## src/rtl/compare_monitor.sv

```systemverilog
// compare_monitor: strobed NCHAN-channel 4-state equivalence monitor with counters, first-failure
// capture and halt-after-MAX_FAILS. Define COMPARE_MONITOR_XMASK_EN for spec-side X/Z don't-cares.
module compare_monitor #(
   parameter int unsigned WIDTH     = 8,
   parameter int unsigned NCHAN     = 5,
   parameter int unsigned CNT_W     = 16,
   parameter int unsigned MAX_FAILS = 1
) (
   input  logic                   i_clk,
   input  logic                   i_reset,
   input  logic                   i_start,
   input  logic                   i_clear,
   input  logic                   i_valid,
   input  logic [NCHAN*WIDTH-1:0] i_spec_bus,
   input  logic [NCHAN*WIDTH-1:0] i_impl_bus,
   output logic                   o_all_ok,
   output logic [NCHAN-1:0]       o_fail_mask,
   output logic [CNT_W-1:0]       o_sample_count,
   output logic [CNT_W-1:0]       o_mismatch_count,
   output logic                   o_first_valid,
   output logic [CNT_W-1:0]       o_first_index,
   output logic [NCHAN-1:0]       o_first_mask,
   output logic                   o_halted,
   output logic                   o_busy
);

   typedef enum logic [1:0] {StIdle, StRun, StHalt} state_e;

   localparam logic [CNT_W-1:0] CntMax = '1;

   state_e            r_state, w_state_next;
   logic              r_all_ok, w_all_ok_next;
   logic [NCHAN-1:0]  r_fail_mask, w_fail_mask_next;
   logic [CNT_W-1:0]  r_sample_count, w_sample_count_next;
   logic [CNT_W-1:0]  r_mismatch_count, w_mismatch_count_next;
   logic              r_first_valid, w_first_valid_next;
   logic [CNT_W-1:0]  r_first_index, w_first_index_next;
   logic [NCHAN-1:0]  r_first_mask, w_first_mask_next;

   logic [NCHAN-1:0]  w_fail;
   logic              w_any_fail;
   logic              w_accept;
   logic              w_limit_hit;

   always_comb begin
      w_fail = '0;
      for (int k = 0; k < NCHAN; k++) begin
`ifdef COMPARE_MONITOR_XMASK_EN
         // Only spec bits that are a real 0/1 are checked; spec X/Z is a wildcard.
         for (int b = 0; b < WIDTH; b++) begin
            if (((i_spec_bus[k*WIDTH+b] === 1'b0) || (i_spec_bus[k*WIDTH+b] === 1'b1)) &&
                (i_impl_bus[k*WIDTH+b] !== i_spec_bus[k*WIDTH+b])) begin
               w_fail[k] = 1'b1;
            end
         end
`else
         w_fail[k] = (i_spec_bus[k*WIDTH +: WIDTH] !== i_impl_bus[k*WIDTH +: WIDTH]);
`endif
      end
   end

   assign w_any_fail = |w_fail;
   // clear wins over a coincident sample, so the sample is dropped.
   assign w_accept   = (r_state == StRun) && i_valid && !i_clear;

   always_comb begin
      w_all_ok_next         = r_all_ok;
      w_fail_mask_next      = r_fail_mask;
      w_sample_count_next   = r_sample_count;
      w_mismatch_count_next = r_mismatch_count;
      w_first_valid_next    = r_first_valid;
      w_first_index_next    = r_first_index;
      w_first_mask_next     = r_first_mask;
      w_limit_hit           = 1'b0;
      if (i_clear) begin
         w_all_ok_next         = 1'b1;
         w_fail_mask_next      = '0;
         w_sample_count_next   = '0;
         w_mismatch_count_next = '0;
         w_first_valid_next    = 1'b0;
         w_first_index_next    = '0;
         w_first_mask_next     = '0;
      end else if (w_accept) begin
         w_all_ok_next    = ~w_any_fail;
         w_fail_mask_next = w_fail;
         if (r_sample_count != CntMax) begin
            w_sample_count_next = r_sample_count + 1'b1;
         end
         if (w_any_fail) begin
            if (r_mismatch_count != CntMax) begin
               w_mismatch_count_next = r_mismatch_count + 1'b1;
            end
            w_limit_hit = (32'(w_mismatch_count_next) == MAX_FAILS);
            if (!r_first_valid) begin
               w_first_valid_next = 1'b1;
               w_first_index_next = r_sample_count;
               w_first_mask_next  = w_fail;
            end
         end
      end
   end

   always_ff @(posedge i_clk) begin
      if (i_reset) begin
         r_state <= StIdle;
      end else begin
         r_state <= w_state_next;
      end
   end

   always_comb begin
      w_state_next = r_state;
      unique case (r_state)
         StIdle:  if (i_start) w_state_next = StRun;
         StRun:   if (w_limit_hit) w_state_next = StHalt;
         StHalt:  w_state_next = StHalt;
         default: w_state_next = StIdle;
      endcase
   end

   always_comb begin
      o_busy   = (r_state == StRun);
      o_halted = (r_state == StHalt);
   end

   always_ff @(posedge i_clk) begin
      if (i_reset) begin
         r_all_ok         <= 1'b1;
         r_fail_mask      <= '0;
         r_sample_count   <= '0;
         r_mismatch_count <= '0;
         r_first_valid    <= 1'b0;
         r_first_index    <= '0;
         r_first_mask     <= '0;
      end else begin
         r_all_ok         <= w_all_ok_next;
         r_fail_mask      <= w_fail_mask_next;
         r_sample_count   <= w_sample_count_next;
         r_mismatch_count <= w_mismatch_count_next;
         r_first_valid    <= w_first_valid_next;
         r_first_index    <= w_first_index_next;
         r_first_mask     <= w_first_mask_next;
      end
   end

   assign o_all_ok         = r_all_ok;
   assign o_fail_mask      = r_fail_mask;
   assign o_sample_count   = r_sample_count;
   assign o_mismatch_count = r_mismatch_count;
   assign o_first_valid    = r_first_valid;
   assign o_first_index    = r_first_index;
   assign o_first_mask     = r_first_mask;

endmodule

```

## config.mk

```make
export PLATFORM = sky130hd
export DESIGN_NAME = compare_monitor
export DESIGN_NICKNAME = d
export VERILOG_FILES = /design/src/rtl/compare_monitor.sv
export SDC_FILE = /design/constraint.sdc
export NUM_CORES = 1
export LEC_CHECK = 0
export ABC_AREA = 1
export ABC_CLOCK_PERIOD_IN_PS = 1810
export BUFFER_PORTS_ARGS = -buffer_cell sky130_fd_sc_hd__buf_2
export CAP_MARGIN = 10
export CORE_MARGIN = 2
export CORE_UTILIZATION = 40
export CTS_CLUSTER_SIZE = 8
export DETAILED_ROUTE_END_ITERATION = 16
export HOLD_SLACK_MARGIN = 0.08
export PLACE_DENSITY = 0.71
export SLEW_MARGIN = 20
export SYNTH_ARGS = -nofsm -noshare
export SYNTH_HDL_FRONTEND = slang
export SYNTH_SLANG_ARGS = --single-unit
export TNS_END_PERCENT = 50
```

## constraint.sdc

```tcl
create_clock -name i_clk -period 1.81 [get_ports i_clk]
set_input_delay 0.181 -clock i_clk [delete_from_list [all_inputs] [get_ports i_clk]]
set_output_delay 0.181 -clock i_clk [all_outputs]
set_load 0.1 [all_outputs]
```

==> results.md, run 1 <==
* TritonRoute pass-1 iters at 4
* Final Cycle Share at 107.8%
* Power Internal at 0.002410 W
* Max-slew violations at 0
* Min-Delay Startpoint: i_reset
* Violated checks: setup timing
* Initial antenna violation count at 0
* Std cell rows at 34
* Psw at 0.001467 W
* DP Area at 4631 µm²
* WL/cell at 13.01 µm
* Reg2Reg Depth at 14
* Critical setup path kind: register to register
* Max-cap check violation count at 0
* Crit-path max FO at 6
* Syn_area_per_cell at 6.749 µm²
* Starting Density at 40.84%
* Design Area, Final at 5061 µm²
* Die Width at 97.67 µm
* H-tree Lvls at 3
* Post-route worst setup slack at -0.1406 ns
* Clock transition at the registers of the reported paths at 0.07 ns
* GRT Util Overall at 21.58%
* Hold-fix buffer count after cts at 0
* Signal arrival time at the worst endpoint at 2.17 ns
* Commonest non-fill, non-tap cell in the layout: buf_2
* Number of diodes at 0
* Top-Level Pins at 147
* Setup WS pre-CTS at -0.2355 ns
* Total clock sinks at 62
* Synth Register Bits at 62
* Vias in the first global route at 3903
* Clock power share at 31.0%
* DR DRC count at 0
* Reg2Reg Launch Point: o_mismatch_count[0]
* Nature of the critical path endpoint: register
* TritonCTS buffer count at 9
* Initial DRC count at 195
* Share of layout cells above drive strength 1 at 39.94%
* DR vias at 4041
* Final clock skew at 0.01049 ns
* Startpoint types: register
* Hold WC Path Type: primary input to register
* RSZ-0062 raised after global routing: yes
* Most frequent cells in the layout: buf_2 (146), nand2_1 (104), inv_1 (58)
* Worst Max-Slew Pin Slew at 0.5095 ns
* Largest net degree at the start of global routing at 33
* Final Hold Viols at 0
* Hold path depth at 4
* Gate power share at 30.8%
* Peak Freq at 512.7 MHz
* Die Y at 97.67 µm
* First-pass GRT wire length at 17.11 mm
* Total power at 0.003877 W
* Die area at 9539 µm²
* ANT nets after route at 0
* Synthesized area at 3510 µm²
* DP Wirelength at 8.026 mm
* PwrDens at 766.1 nW/µm²
* TritonCTS clock tree: built
* Max rail drop VDD at 0.6010 mV
* Worst relative slew slack at 66.27%
* CTS Root Cell: clkbuf_8
* Reg power frac at 38.2%
* Leakage at 2.354 nW
* Routed WL at 10.59 mm
* Hold Crit Endpoint: r_state[1]
* RR Endpoint: r_state[1]
* Hold_ws at 0.1307 ns
* Status: complete, but fails checks
* Register area share after synthesis at 35.37%
* Post-Syn Nets at 610
* Post-synthesis cell type count at 35
* Net Sw Frac at 37.84%
* GP Congestion at 0.9408
* Grt total ovfl at 0
* Final setup vio count at 2
* Min Tclk post-route at 1.951 ns
* Area Overhead vs Synth at 44.21%
* Yosys warnings at 0
* Clk buf depth at 2
* R2R Setup Slk at -0.14 ns
* Cells after Synth at 520
* Clk_lat worst skew at 0.34 ns
* Vias/cell at 4.964
* Area of the core at 8593 µm²
* Input/output buffers at 146
* Number of nets in the final layout at 791
* CP Data Required Time at 2.03 ns
-- metrics by stage --
stage               std cells  utilization [%]  setup TNS [ns]
floorplan                 520                -         -0.4983
global placement          782            53.89         -0.3284
detailed placement        782            53.89         -0.7738
CTS                       806            57.21         -0.2109
finish                    814            58.90         -0.2331
global route              814            58.90         -0.5755
-- logic make-up after synthesis --
| logic type | count (synthesis) | synth area share, % |
|---|---|---|
| compound gates | 101 | 15.22 |
| xor+xnor | 34 | 8.485 |
| fa+ha+maj | 5 | 1.783 |
| buf+inv | 78 | 8.556 |
| flops | 62 | 35.37 |
| simple gates | 240 | 30.59 |
-- registers in the layout, indices dropped and copies added, names as in the netlist --
name              cells
o_first_index        16
o_fail_mask           5
o_sample_count       16
o_mismatch_count     16
r_state               2
o_first_valid         1
o_all_ok              1
o_first_mask          5
-- per-layer routing --
metal	vias up	GRT usage, %	wire, µm
met2	131	38.57	5298
met1	1839	26.07	4472
li1	2051	-	-
met5	-	0	0
met4	0	5.128	150
met3	20	5.180	668
-- Yosys cell counts --
library cell / n / area (µm²)
nor2_2: 7 / 43.79
a41oi_1: 1 / 8.760
o21ai_0: 48 / 240.2
ha_1: 5 / 62.56
nand3_2: 2 / 20.02
or2_2: 1 / 6.260
nor3_1: 8 / 40.04
nor2_1: 60 / 225.2
a311oi_1: 1 / 8.760
a21oi_1: 39 / 195.2
inv_1: 61 / 229.0
buf_4: 1 / 7.510
nand3b_1: 2 / 15.01
clkbuf_2: 1 / 5.000
nor4_1: 1 / 6.260
o21bai_2: 1 / 11.26
a211oi_1: 1 / 7.510
nor2_4: 2 / 22.52
o211ai_1: 1 / 7.510
o21ai_1: 1 / 5.000
xnor2_1: 29 / 254.0
nand4_1: 13 / 81.33
nand2_4: 1 / 11.26
buf_2: 2 / 10.01
or2_0: 1 / 6.260
inv_2: 4 / 15.01
nor3_2: 1 / 10.01
nand3_1: 24 / 120.1
xor2_1: 5 / 43.79
clkbuf_1: 9 / 33.78
nand2_2: 6 / 37.54
dfxtp_1: 62 / 1241
nand2_1: 108 / 405.4
nor3b_1: 3 / 22.52
a31oi_1: 8 / 50.05
-- critical path, stage by stage (launching register included) --
cell	delay [ns]
dfxtp_4	0.37
ha_4	0.17
nand3_4	0.11
inv_4	0.05
nand2_4	0.07
inv_4	0.04
nand2_4	0.08
buf_6	0.14
nand3_2	0.08
nor2_2	0.12
nand4_1	0.15
o21bai_2	0.24
nand3_1	0.11
nand2_1	0.07
nor2_1	0.04
-- timing repair --
item                       in CTS  in global routing
hold endpoints to repair        0                  0
pin swaps                      11                 22
buffers inserted                8                  6
gates resized for setup        10                 22
gates cloned                    0                  2
setup endpoints to repair       5                 23
-- power groups by stage --
stage	logic (W)	registers, W	clock network [W]
after detailed placement	0.00115	0.00151	0
after global placement	0.00113	0.00150	0
after CTS	0.00116	0.00148	0.00123
after global routing	0.00128	0.00149	0.00129
after floorplan	0.000529	0.00184	0
final	0.00119	0.00148	0.00120
-- how the worst max path moves through the flow --
| stage | from | cells after the start | to |
|---|---|---|---|
| 6_report | o_mismatch_count[0] | 14 | r_state[1] |
| 5_1_grt | o_mismatch_count[0] | 15 | r_state[1] |
| 4_1_cts | o_mismatch_count[0] | 14 | r_state[1] |
| 3_5_place_dp | o_mismatch_count[1] | 13 | r_state[1] |
| 3_3_place_gp | o_mismatch_count[1] | 13 | r_state[1] |
| 2_1_floorplan | r_state[1] | 13 | o_sample_count[15] |
-- area by class of cell --
type / count / area [µm²]
clock buffers: 9 / 123.9
repair inverters: 2 / 15.01
flip-flops and latches: 62 / 1324
repair buffers: 181 / 1010
inverters: 65 / 257.7
fillers: 835 / 3532
well taps: 108 / 135.1
clock inverters: 7 / 70.07
multi-input cells: 380 / 2126
Note: power is estimated with default switching activity, not from simulation.
==> run 2: changes to the inputs <==
- BUFFER_PORTS_ARGS: -buffer_cell sky130_fd_sc_hd__buf_2 -> unset
- CORE_UTILIZATION: 40 -> 25
- DONT_BUFFER_PORTS: unset -> 1
- PLACE_DENSITY: 0.71 -> unset
- SLEW_MARGIN: 20 -> unset
==> results.md, run 2 (synthesis gave the netlist of run 1 again) <==
* DP Area at 4636 µm² (was 4631 µm²)
* Hold WC Path Type: primary input to register (unchanged)
* Vias in the first global route at 3617 (was 3903)
* Critical setup path kind: register to register (unchanged)
* GRT busiest layer: met2 (unchanged)
* Clk_lat worst skew at 0.34 ns (about the same)
* Max-slew violations at 0 (unchanged)
* Worst Max-Slew Pin Slew at 0.5106 ns (was 0.5095 ns)
* Hold_ws at 0.1200 ns (was 0.1307 ns)
* Layout Cells excl Fill at 831 (was 814)
* Top-Level Pins at 147 (unchanged)
* GRT Util Overall at 14.97% (was 21.58%)
* Hold path depth at 4 (unchanged)
* Number of nets in the final layout at 736 (was 791)
* Reg2Reg Depth at 14 (unchanged)
* Initial DRC count at 203 (was 195)
* H-tree Lvls at 3 (unchanged)
* TritonCTS buffer count at 9 (unchanged)
* CTS Root Cell: clkbuf_16 (was clkbuf_8)
* Number of diodes at 0 (unchanged)
* R2R Setup Slk at -0.11 ns (was -0.14 ns)
* CP Data Required Time at 2.04 ns (was 2.03 ns)
* Most frequent cells in the layout: buf_4 (119), nand2_1 (105), inv_1 (57) (was buf_2 (146), nand2_1 (104), inv_1 (58))
* Clk buf depth at 2 (unchanged)
* Die area at 15000 µm² (was 9539 µm²)
* Min Tclk post-route at 1.924 ns (was 1.951 ns)
* Area of the core at 13770 µm² (was 8593 µm²)
* Commonest non-fill, non-tap cell in the layout: buf_4 (was buf_2)
* Reg2Reg Launch Point: o_mismatch_count[1] (was o_mismatch_count[0])
* Initial antenna violation count at 0 (unchanged)
* Area Overhead vs Synth at 48.20% (was 44.21%)
* Starting Density at 25.48% (was 40.84%)
* CP peak stage delay at 0.36 ns (was 0.37 ns)
* Max-cap check violation count at 0 (unchanged)
* TritonCTS clock tree: built (unchanged)
* Crit-path max FO at 4 (was 6)
* Met1 Use GR at 18.00% (was 26.07%)
* Design Area, Final at 5201 µm² (was 5061 µm²)
* GP Congestion at 0.8672 (was 0.9408)
* Total clock sinks at 62 (unchanged)
* RR Endpoint: r_state[1] (unchanged)
* Startpoint types: register (unchanged)
* Max rail drop VDD at 0.4388 mV (was 0.6010 mV)
* Slowest CP cell: dfxtp_4 (unchanged)
* DR DRC count at 0 (unchanged)
* Std cell rows at 43 (was 34)
* Final setup vio count at 2 (unchanged)
* Grt met2 use at 24.97% (was 38.57%)
* Input/output buffers at 0 (was 146)
* Die Width at 122.5 µm (was 97.67 µm)
* Largest net degree at the start of global routing at 49 (was 33)
* Leakage at 2.200 nW (was 2.354 nW)
* RSZ-0062 raised after global routing: yes (unchanged)
* Die Y at 122.5 µm (was 97.67 µm)
* DP Wirelength at 8.261 mm (was 8.026 mm)
* Hold Crit Endpoint: o_first_mask[3] (was r_state[1])
* TritonRoute pass-1 iters at 4 (unchanged)
* Most common cell on crit path: nand2_1
* Post-route worst setup slack at -0.1145 ns (was -0.1406 ns)
* CP cell instances: ha_4 > nand3_4 > inv_4 > buf_6 > nand3b_1 > nand2_1 > nor2_2 > nand2_1 > nor2_2 > nand4_1 > o21bai_2 > nand3_1 > nand2_1 > nor2_1 (was ha_4 > nand3_4 > inv_4 > nand2_4 > inv_4 > nand2_4 > buf_6 > nand3_2 > nor2_2 > nand4_1 > o21bai_2 > nand3_1 > nand2_1 > nor2_1)
* Share of layout cells above drive strength 1 at 34.41% (was 39.94%)
* Vias/cell at 4.528 (was 4.964)
* PwrDens at 812.4 nW/µm² (was 766.1 nW/µm²)
* Peak Freq at 519.6 MHz (was 512.7 MHz)
* DR vias at 3763 (was 4041)
* Cell total after placement at 794 (was 782)
* Violated checks: setup timing (unchanged)
* Fin util at 37.76% (was 58.90%)
* First-pass GRT wire length at 17.39 mm (was 17.11 mm)
* Crit path from: o_mismatch_count[1] (was o_mismatch_count[0])
* Nature of the critical path endpoint: register (unchanged)
* WL/cell at 13.28 µm (was 13.01 µm)
* Signal arrival time at the worst endpoint at 2.16 ns (was 2.17 ns)
* Grt total ovfl at 0 (unchanged)
* Clock transition at the registers of the reported paths at 0.06 ns (was 0.07 ns)
* M3 GR Usage at 4.879% (was 5.180%)
* Status: complete, but fails checks (unchanged)
* Total power at 0.004225 W (was 0.003877 W)
* Final Hold Viols at 0 (unchanged)
* Final Cycle Share at 106.3% (was 107.8%)
* Min-Delay Startpoint: i_spec_bus[30] (was i_reset)
* Routed WL at 11.03 mm (was 10.59 mm)
* Final clock skew at 0.008837 ns (was 0.01049 ns)
* Worst relative slew slack at 65.92% (was 66.27%)
* ANT nets after route at 0 (unchanged)
[run 2: cell type report]
type | instances | area, µm²
inverter | 65 | 257.7
clock inverter | 3 | 18.77
multi-input combinational | 380 | 2122
timing repair buffer | 126 | 988.4
fill | 1444 | 8572
timing repair inverter | 2 | 15.01
sequential | 62 | 1324
tap | 180 | 225.2
clock buffer | 13 | 250.2
[run 2: how the worst max path moves through the flow]
stage | endpoint | slack [ns]
6_report | r_state[1] | -0.11
5_1_grt | r_state[1] | -0.23
4_1_cts | r_state[1] | -0.06
3_5_place_dp | o_mismatch_count[9] | -0.14
3_3_place_gp | r_state[1] | -0.14
2_1_floorplan | o_sample_count[15] | -0.12
[run 2: routing by layer]
layer | share of wire, % | wire length, µm
met5 | 0 | 0
met2 | 48 | 5300
met3 | 7.4 | 822
met1 | 43 | 4697
met4 | 1.9 | 214
[run 2: what timing repair did]
item / 4_1_cts / 5_1_grt
setup endpoints to repair: 19 / 19
setup buffers: 11 / 7
endpoints found under the hold margin: 2 / 2
pin swaps: 14 / 26
gates resized for setup: 12 / 25
cloned: 0 / 2
[run 2: through the flow]
stage          worst slack, ns  TNS (ns)
6_report               -0.1145   -0.2058
4_1_cts               -0.05905   -0.1085
3_3_place_gp           -0.1375    -1.200
2_1_floorplan          -0.1198   -0.4983
3_5_place_dp           -0.1389    -2.256
5_1_grt                -0.2284   -0.7001
[run 2: worst max-delay path: cells and delay by family, from the launching register on]
kind / cells / cell delay, ns
buffers and inverters: 2 / 0.16
DFF: 1 / 0.36
adders and majority gates: 1 / 0.17
AOI/OAI and AO/OA: 1 / 0.20
and+or+nand+nor: 10 / 0.93
[run 2: where the power goes]
group          switching [W]  internal (W)
sequential         0.0000571       0.00142
clock               0.000626      0.000966
combinational       0.000804      0.000350
total                0.00149       0.00274
